[src/rtl/usbls_pkg.sv]
// Shared constants, state encoding and the reflected CRC16 byte step
// for the USB CRC16 streaming block.
package usbls_pkg;

    localparam logic [15:0] CRC16_POLY_REFL = 16'hA001;
    localparam logic [15:0] CRC16_INIT      = 16'hFFFF;
    localparam logic [15:0] CRC16_RESIDUE   = 16'hB001;

    typedef enum logic {
        IDLE,
        ACTIVE
    } state_t;

    // One byte, LSB first, right-shifting register.
    function automatic logic [15:0] crc16_byte(
        input logic [15:0] crc,
        input logic [7:0]  din
    );
        logic [15:0] c;
        c = crc ^ {8'h00, din};
        for (int i = 0; i < 8; i++) begin
            c = c[0] ? ((c >> 1) ^ CRC16_POLY_REFL) : (c >> 1);
        end
        return c;
    endfunction

endpackage

[src/rtl/usbls_crc16_byte.sv]
// Combinational single-byte CRC16 step; chained once per lane by the top.
module usbls_crc16_byte
    import usbls_pkg::*;
(
    input  logic [15:0] crc_in,
    input  logic [7:0]  din,
    output logic [15:0] crc_out
);

    assign crc_out = crc16_byte(crc_in, din);

endmodule

[src/rtl/usbls_crc16_stream.sv]
// Multi-lane USB CRC16 generator/checker with sop/eop framing and a
// one-deep result register on the output handshake.
module usbls_crc16_stream
    import usbls_pkg::*;
#(
    parameter int          LANES   = 8,
    parameter logic [15:0] INIT    = CRC16_INIT,
    parameter logic [15:0] RESIDUE = CRC16_RESIDUE,
    localparam int         BW      = $clog2(LANES + 1)
) (
    input  logic                 clk,
    input  logic                 rst,
    input  logic                 s_valid,
    output logic                 s_ready,
    input  logic [8*LANES-1:0]   s_data,
    input  logic [BW-1:0]        s_bytes,
    input  logic                 s_sop,
    input  logic                 s_eop,
    output logic                 m_valid,
    input  logic                 m_ready,
    output logic [15:0]          m_crc,
    output logic                 m_crc_ok,
    output logic                 m_err
);

    state_t      state;
    logic [15:0] crc;
    logic        err;

    logic [15:0] taps [LANES+1];
    logic [15:0] next;
    logic [BW-1:0] sel;
    logic        over;
    logic        process;
    logic        pkt_err;
    logic        accept;

    assign s_ready = !m_valid || m_ready;
    assign accept  = s_valid && s_ready;
    assign taps[0] = s_sop ? INIT : crc;

    for (genvar i = 0; i < LANES; i++) begin : g_lane
        usbls_crc16_byte u_byte (
            .crc_in  (taps[i]),
            .din     (s_data[8*i +: 8]),
            .crc_out (taps[i+1])
        );
    end

    always_comb begin
        over = s_bytes > BW'(LANES);
        sel  = over ? BW'(LANES) : s_bytes;
        next = taps[0];
        for (int i = 1; i <= LANES; i++) begin
            if (sel == BW'(i)) next = taps[i];
        end
        // A sop always restarts; outside a packet only sop beats count.
        process = s_sop || (state == ACTIVE);
        pkt_err = err || over
               || ((s_bytes == '0) && !s_eop)
               || (s_sop && (state == ACTIVE));
    end

    always_ff @(posedge clk or posedge rst) begin
        if (rst) begin
            state    <= IDLE;
            crc      <= INIT;
            err      <= 1'b0;
            m_valid  <= 1'b0;
            m_crc    <= 16'h0000;
            m_crc_ok <= 1'b0;
            m_err    <= 1'b0;
        end else begin
            if (m_ready) m_valid <= 1'b0;
            if (accept) begin
                if (!process) begin
                    err <= 1'b1;
                end else if (s_eop) begin
                    m_valid  <= 1'b1;
                    m_crc    <= ~next;
                    m_crc_ok <= (next == RESIDUE);
                    m_err    <= pkt_err;
                    err      <= 1'b0;
                    crc      <= INIT;
                    state    <= IDLE;
                end else begin
                    crc   <= next;
                    err   <= pkt_err;
                    state <= ACTIVE;
                end
            end
        end
    end

endmodule

[config.mk]
export PLATFORM = sky130hd
export DESIGN_NAME = usbls_crc16_stream
export DESIGN_NICKNAME = d
export VERILOG_FILES = /design/src/rtl/usbls_pkg.sv /design/src/rtl/usbls_crc16_byte.sv /design/src/rtl/usbls_crc16_stream.sv
export SDC_FILE = /design/constraint.sdc
export NUM_CORES = 1
export LEC_CHECK = 0
export CORE_MARGIN = 10
export CORE_UTILIZATION = 45
export CTS_CLUSTER_DIAMETER = 80
export CTS_CLUSTER_SIZE = 20
export DETAILED_ROUTE_END_ITERATION = 7
export PLACE_DENSITY_LB_ADDON = 0.1
export SETUP_SLACK_MARGIN = 0.05
export SKIP_LAST_GASP = 1
export SLEW_MARGIN = 5
export SYNTH_ARGS = -nofsm -noshare
export SYNTH_HDL_FRONTEND = slang
export SYNTH_SLANG_ARGS = --single-unit
[constraint.sdc]
create_clock -name clk -period 4.1 [get_ports clk]
set_clock_uncertainty 0.1 [all_clocks]
set_input_delay 1.23 -clock clk [delete_from_list [all_inputs] [get_ports clk]]
set_output_delay 1.23 -clock clk [all_outputs]
set_load 0.1 [all_outputs]
Yosys cells after proc, flatten, opt, wreduce, memory -nomap -nowiden
Index checks and enable logic that the tools add are counted.
{"block": "op_classes", "reduce_logical": 13, "n_mux": 82, "magnitude_cmp": 1, "n_eq_ne": 9, "bitwise_logic": 73}
{"operator": "$mux 16", "count": 74}
{"operator": "$not 2->3", "count": 64}
{"operator": "$xor 16x8->16", "count": 8}
{"operator": "$eq 16x16->1 const B", "count": 1}
{"operator": "$eq 4x3->1 const B", "count": 4}
{"operator": "$not 16->16", "count": 1}
{"operator": "$eq 4x2->1 const B", "count": 2}
{"operator": "$mux 1", "count": 7}
{"operator": "$logic_or 1x1->1", "count": 5}
{"operator": "$eq 4x1->1 const B", "count": 1}
{"operator": "$eq 4x4->1 const B", "count": 1}
{"operator": "$gt 4x4->1 const B", "count": 1}
{"operator": "$logic_not 4->1", "count": 1}
{"operator": "$mux 4", "count": 1}
{"operator": "$logic_and 1x1->1", "count": 3}
{"operator": "$reduce_and 3->1", "count": 1}
{"operator": "$logic_not 1->1", "count": 2}
{"operator": "$reduce_and 2->1", "count": 1}
{"block": "totals", "elab_cells": 185, "input_bits": 74, "reg_bits": 37, "out_inout_bits": 20}

Logic depth before layout (Yosys ltp)
{"block": "logic_depth", "ltp_word": 139, "ltp_mapped": 15, "ltp_nobuf": 13}

Modules after synthesis
Synthesis repeated with hierarchy kept, for this count alone.
{"block": "hier_totals", "cells_unflattened": 602, "hier_area_um2": 5545.3}
{"mod": "usbls_crc16_stream", "area_per_inst_um2": 3062.9, "cells_each": 378, "seq_area_each_um2": 945.9, "n_inst": 1}
{"mod": "usbls_crc16_byte", "area_per_inst_um2": 310.3, "cells_each": 28, "seq_area_each_um2": 0.0, "n_inst": 8}

Worst setup path after synthesis
No wires, ideal clock.
{"block": "synth_timing", "kind": "input to register", "startpoint": "in s_data[5]", "endpoint": "reg m_crc_ok", "arrival_ns": 4.580, "stages": 13, "required_ns": 3.931, "path_buffers": 0, "setup_ns": 0.069, "slack_ns": -0.649, "cell_sequence": "xnor2_1 xnor2_1 xnor2_2 xnor3_1 xor2_1 xnor2_1 xnor3_2 xnor3_2 xor2_2 xnor2_1 a22oi_2 nor4_1 a22o_1"}
{"block": "synth_between", "elab_chain_len": 82, "elab_cells_between_ends": 139, "classes_between": "1 x eq/ne; 72 x mux; 66 x bitwise"}
{"element": "start: declaration", "line": "usbls_crc16_stream.sv:15", "text": "input logic [8*LANES-1:0] s_data,"}
{"element": "$xor 16x8->16 (*)", "line": "usbls_pkg.sv:20", "text": "c = crc ^ {8'h00, din};"}
{"element": "$mux 16 (*) (4 in series)", "line": "usbls_pkg.sv:22", "text": "c = c[0] ? ((c >> 1) ^ CRC16_POLY_REFL) : (c >> 1);"}
{"element": "$not 2->3 (no line)"}
{"element": "$mux 16 (*) (3 in series)", "line": "usbls_pkg.sv:22"}
{"element": "$not 2->3 (no line) or $mux 16 (tied branches)"}
{"element": "$mux 16 (*)", "line": "usbls_pkg.sv:22"}
{"element": "$xor 16x8->16, or another cell as far along", "line": "usbls_pkg.sv:20"}
{"element": "$mux 16 or $not 2->3 (tied branches) (7 in series)"}
{"element": "(+47 left out)"}
{"element": "$mux 16 or $not 2->3 (tied branches) (3 in series)"}
{"element": "$not 2->3 (no line), or another cell as far along"}
{"element": "$mux 16, or another cell as far along", "line": "usbls_pkg.sv:22"}
{"element": "$xor 16x8->16, or another cell as far along", "line": "usbls_pkg.sv:20"}
{"element": "$mux 16 or $not 2->3 (tied branches) (7 in series)"}
{"element": "$mux 16", "line": "usbls_pkg.sv:22"}
{"element": "$mux 16 (*)", "line": "usbls_crc16_stream.sv:55", "text": "if (sel == BW'(i)) next = taps[i];"}
{"element": "$eq 16x16->1 (*)", "line": "usbls_crc16_stream.sv:81", "text": "m_crc_ok <= (next == RESIDUE);"}
{"element": "end signal: assignment", "line": "usbls_crc16_stream.sv:81"}
{"element": "end: declaration", "line": "usbls_crc16_stream.sv:22", "text": "output logic m_crc_ok,"}
Every way passes the cells marked *; elsewhere a longest branch is shown, timed or not.
A chain may end at the register's enable or synchronous reset.

Final worst setup path
{"block": "layout_timing", "startpoint": "in s_data[23]", "endpoint": "reg m_crc_ok"}
{"block": "layout_between", "elab_chain_len": 62, "elab_cells_between_ends": 101, "classes_between": "1 x eq/ne; 54 x mux; 46 x bitwise"}
{"element": "$xor 16x8->16 (*)", "line": "usbls_pkg.sv:20"}
{"element": "$mux 16 (*) (6 in series)", "line": "usbls_pkg.sv:22"}
{"element": "$not 2->3 (no line)"}
{"element": "$mux 16 (*) (2 in series)", "line": "usbls_pkg.sv:22"}
{"element": "$xor 16x8->16", "line": "usbls_pkg.sv:20"}
{"element": "$mux 16", "line": "usbls_pkg.sv:22"}
{"element": "$not 2->3 (no line) or $mux 16 (tied branches)"}
{"element": "$mux 16 or $not 2->3 (tied branches) (6 in series)"}
{"element": "(+30 left out)"}
{"element": "$mux 16 or $xor 16x8->16 (tied branches)", "line": "usbls_pkg.sv:22, usbls_pkg.sv:20"}
{"element": "$xor 16x8->16, or another cell as far along", "line": "usbls_pkg.sv:20"}
{"element": "$mux 16 or $not 2->3 (tied branches)"}
{"element": "$not 2->3 (no line) or $mux 16 (tied branches)"}
{"element": "$mux 16 or $not 2->3 (tied branches) (6 in series)"}
{"element": "$mux 16", "line": "usbls_pkg.sv:22"}
{"element": "$mux 16 (*)", "line": "usbls_crc16_stream.sv:55"}
{"element": "$eq 16x16->1 (*)", "line": "usbls_crc16_stream.sv:81"}
Marks and branches as above.

==> impl_metrics.tcl <==
set metrics [dict create \
    drt_iter0_drc 749 \
    synthTopCellsByArea "xnor2_1, dfrtp_1, xnor3_1" \
    cts-root-buf "clkbuf_16" \
    num_rows 42 \
    numCtsBuffers 5 \
    dieWidth_um 137 \
    hp-start "m_crc[2]$_DFFE_PP0P_" \
    violations "design-rule violations, negative setup slack" \
    ys_ff_latch 37 \
    ant_nets 0 \
    syn_nets 745 \
    clkTransAtPathRegs_ns 0.06 \
    clock_latency_ns 0.27 \
    synth_common_cells "xnor2_1, nor2_1, a21oi_1, nand2_1, xor2_1" \
    r2r_slack_ns -0.48 \
    die_y_um 137 \
    setup_viol 9 \
    synth_top_area_share_pct 21.2 \
    num-nets-final 1151 \
    ys_warn_count 0 \
    area_growth_pct 78.7 \
    r2r_start "crc[9]$_DFFE_PP1P_" \
    maxSlewViolCount 0 \
    ys_seq_area_share_pct 15.3 \
    ys.flop_type "dfrtp_1" \
    finish.utilization_pct 82.5 \
    cts-htree-levels 2 \
    tightest_slew_ns 0.984 \
    preCtsSetupSlack_ns -1.55 \
    antenna_found_initial 1 \
    routabilityCongestion 0.962 \
    nFillCells 759 \
    ioPinCount 94 \
    syn_avg_cell_area_um2 9.19 \
    place.port_buffers 93 \
    fmax_mhz 204 \
    drive_above_1_share_pct 53.0 \
    post-dp-hpwl_um 21200 \
    cts_tree "built" \
    cts_sinks 37 \
    synth-edff-count 0 \
    crit_required_ns 4.16 \
    core_mm2 0.0133 \
    grt_max_degree 38 \
    hold_violations 0 \
    vias 7178 \
    track_usage_pct 28.5 \
    wire_per_inst_um 24.0 \
    slew_headroom_pct 34.2 \
    syn-cell-area_mm2 0.00616 \
    grt_setup_unrepaired "true" \
    vias_per_cell 5.72 \
    status "finished with violations" \
    place_inst 1170 \
    rr_endpoint "m_crc_ok$_DFFE_PP0P_" \
    setup.worst_path.start_class "input pin" \
    yosysTopAreaCell "xnor2_1" \
    drt-total-wl_um 30200 \
    grt_pass1_wl_um 41100 \
    synth.most_common_cell "xnor2_1" \
    cts_hold_buf 0 \
    fin_cells 1255 \
    path_class "in2reg" \
    endpoint_kind "flip-flop" \
    fin_crit_sh_pct 120 \
    drtPass1Iterations 8 \
    grt_remaining_overflow 0 \
    dieArea_mm2 0.0188 \
    first_global_vias 7034 \
    ys_async_sr_fraction_pct 100 \
    post-route-min-period_ns 4.90 \
    synth.distinct_cells 65 \
    drv_cap 0 \
    min_path_cells 2 \
    initial_core_util_pct 46.2 \
    cts_buffer_depth 2 \
    netlist_instances 671 \
    reg2reg_depth 17 \
    min_to "m_crc[2]$_DFFE_PP0P_" \
    drc 3 \
    min_path_type "reg2reg" \
    fin_ws_ns -0.800 \
    crit_fanout 5 \
    arrival_ns 4.96 \
]
## per-layer routing
layer | global-route usage, % | share of wire [%] | vias up
met3 | 3.41 | 8.7 | 109
met5 | 0 | 0 | -
met1 | 36.5 | 38 | 3444
met2 | 49.0 | 49 | 486
met4 | 8.55 | 4.9 | 0
li1 | - | - | 3139
## what timing repair did
action                                  CTS  global route
resized for setup                       186           119
pin swaps                                75            70
endpoints found under the hold margin     0             0
endpoints found under the setup margin   33            26
buffers inserted                         46            34
## kinds of logic after synthesis
family / after synthesis / synth area share [%]
muxes: 20 / 3.51
DFF: 37 / 15.3
xor gates and xnor gates: 261 / 50.1
AOI/OAI and AO/OA: 157 / 16.4
and+or+nand+nor: 160 / 12.1
buffers and inverters: 36 / 2.50
## cells in the final DEF, fill, tap and decap left out, types with 5 or more instances in the layout
| master | instances |
|---|---|
| dlymetal6s2s_1 | 9 |
| nor2_1 | 56 |
| xnor3_1 | 13 |
| clkdlybuf4s50_1 | 30 |
| dlygate4sd2_1 | 10 |
| nor3_1 | 11 |
| xor2_2 | 16 |
| nor2_4 | 9 |
| a211oi_1 | 16 |
| nand3_1 | 6 |
| a21oi_1 | 45 |
| o21ai_1 | 7 |
| dfstp_2 | 16 |
| mux2_2 | 8 |
| clkbuf_2 | 5 |
| xnor3_2 | 15 |
| buf_4 | 316 |
| buf_2 | 10 |
| nand2_1 | 45 |
| mux2i_1 | 10 |
| buf_6 | 35 |
| xnor2_2 | 48 |
| nor2_2 | 6 |
| xor2_4 | 8 |
| o22a_1 | 7 |
| dfrtp_1 | 21 |
| o21ai_0 | 26 |
| a221oi_1 | 6 |
| clkbuf_16 | 5 |
| inv_1 | 8 |
| xor2_1 | 26 |
| xnor2_1 | 97 |
| buf_12 | 5 |
| o22ai_1 | 8 |
| xnor2_4 | 31 |
## stage by stage
step	hold WS, ns	TNS, ns	area, µm²
final	0.384	-5.35	11000
after global routing	0.406	-6.27	11000
after CTS	0.387	-4.62	10300
after detailed placement	0.376	-24.05	9230
after global placement	0.361	-22.52	9230
after floorplan	0.382	-3.23	6270
## registers in the layout (all words and copies together), names as in the netlist
name      count
crc          16
err           1
m_crc        16
m_crc_ok      1
m_err         1
m_valid       1
state         1
## worst max path at each step
stage,start,to,slack (ns),depth (start not counted)
finish,s_data[23],m_crc_ok$_DFFE_PP0P_,-0.80,16
global route,s_data[33],m_crc_ok$_DFFE_PP0P_,-0.91,15
CTS,s_sop,m_crc_ok$_DFFE_PP0P_,-0.71,17
detailed placement,s_data[2],crc[0]$_DFFE_PP1P_,-1.55,15
global placement,s_data[2],crc[0]$_DFFE_PP1P_,-1.52,15
floorplan,s_data[30],m_crc_ok$_DFFE_PP0P_,-0.59,13
## area by class of cell
| cell class | instances | area (µm²) | area share (%) |
|---|---|---|---|
| Antenna cell | 1 | 2.50 | 0.0227 |
| Clock buffer | 5 | 125 | 1.14 |
| Clock inverter | 3 | 17.5 | 0.159 |
| Inverter | 8 | 30.0 | 0.273 |
| Multi-Input combinational cell | 598 | 6150 | 55.8 |
| Sequential cell | 37 | 946 | 8.59 |
| Tap cell | 176 | 220 | 2.00 |
| Timing Repair Buffer | 427 | 3530 | 32.0 |
## worst max-delay path, cell delays in order
cell and delay [ns]:
dlygate4sd2_1 0.27, buf_4 0.16, xnor2_4 0.25, xnor2_4 0.18, xor2_2 0.21, xor3_2 0.52
xnor2_2 0.21, xnor3_2 0.56, buf_12 0.17, xor2_4 0.22, buf_4 0.18, nor2_1 0.04
a21oi_1 0.20, a22o_1 0.26, nor3_2 0.07, a22o_1 0.20
Power is left out: the tool's default activity adds up to more than one toggle a clock period on the data nets, which glitch-free logic cannot reach.
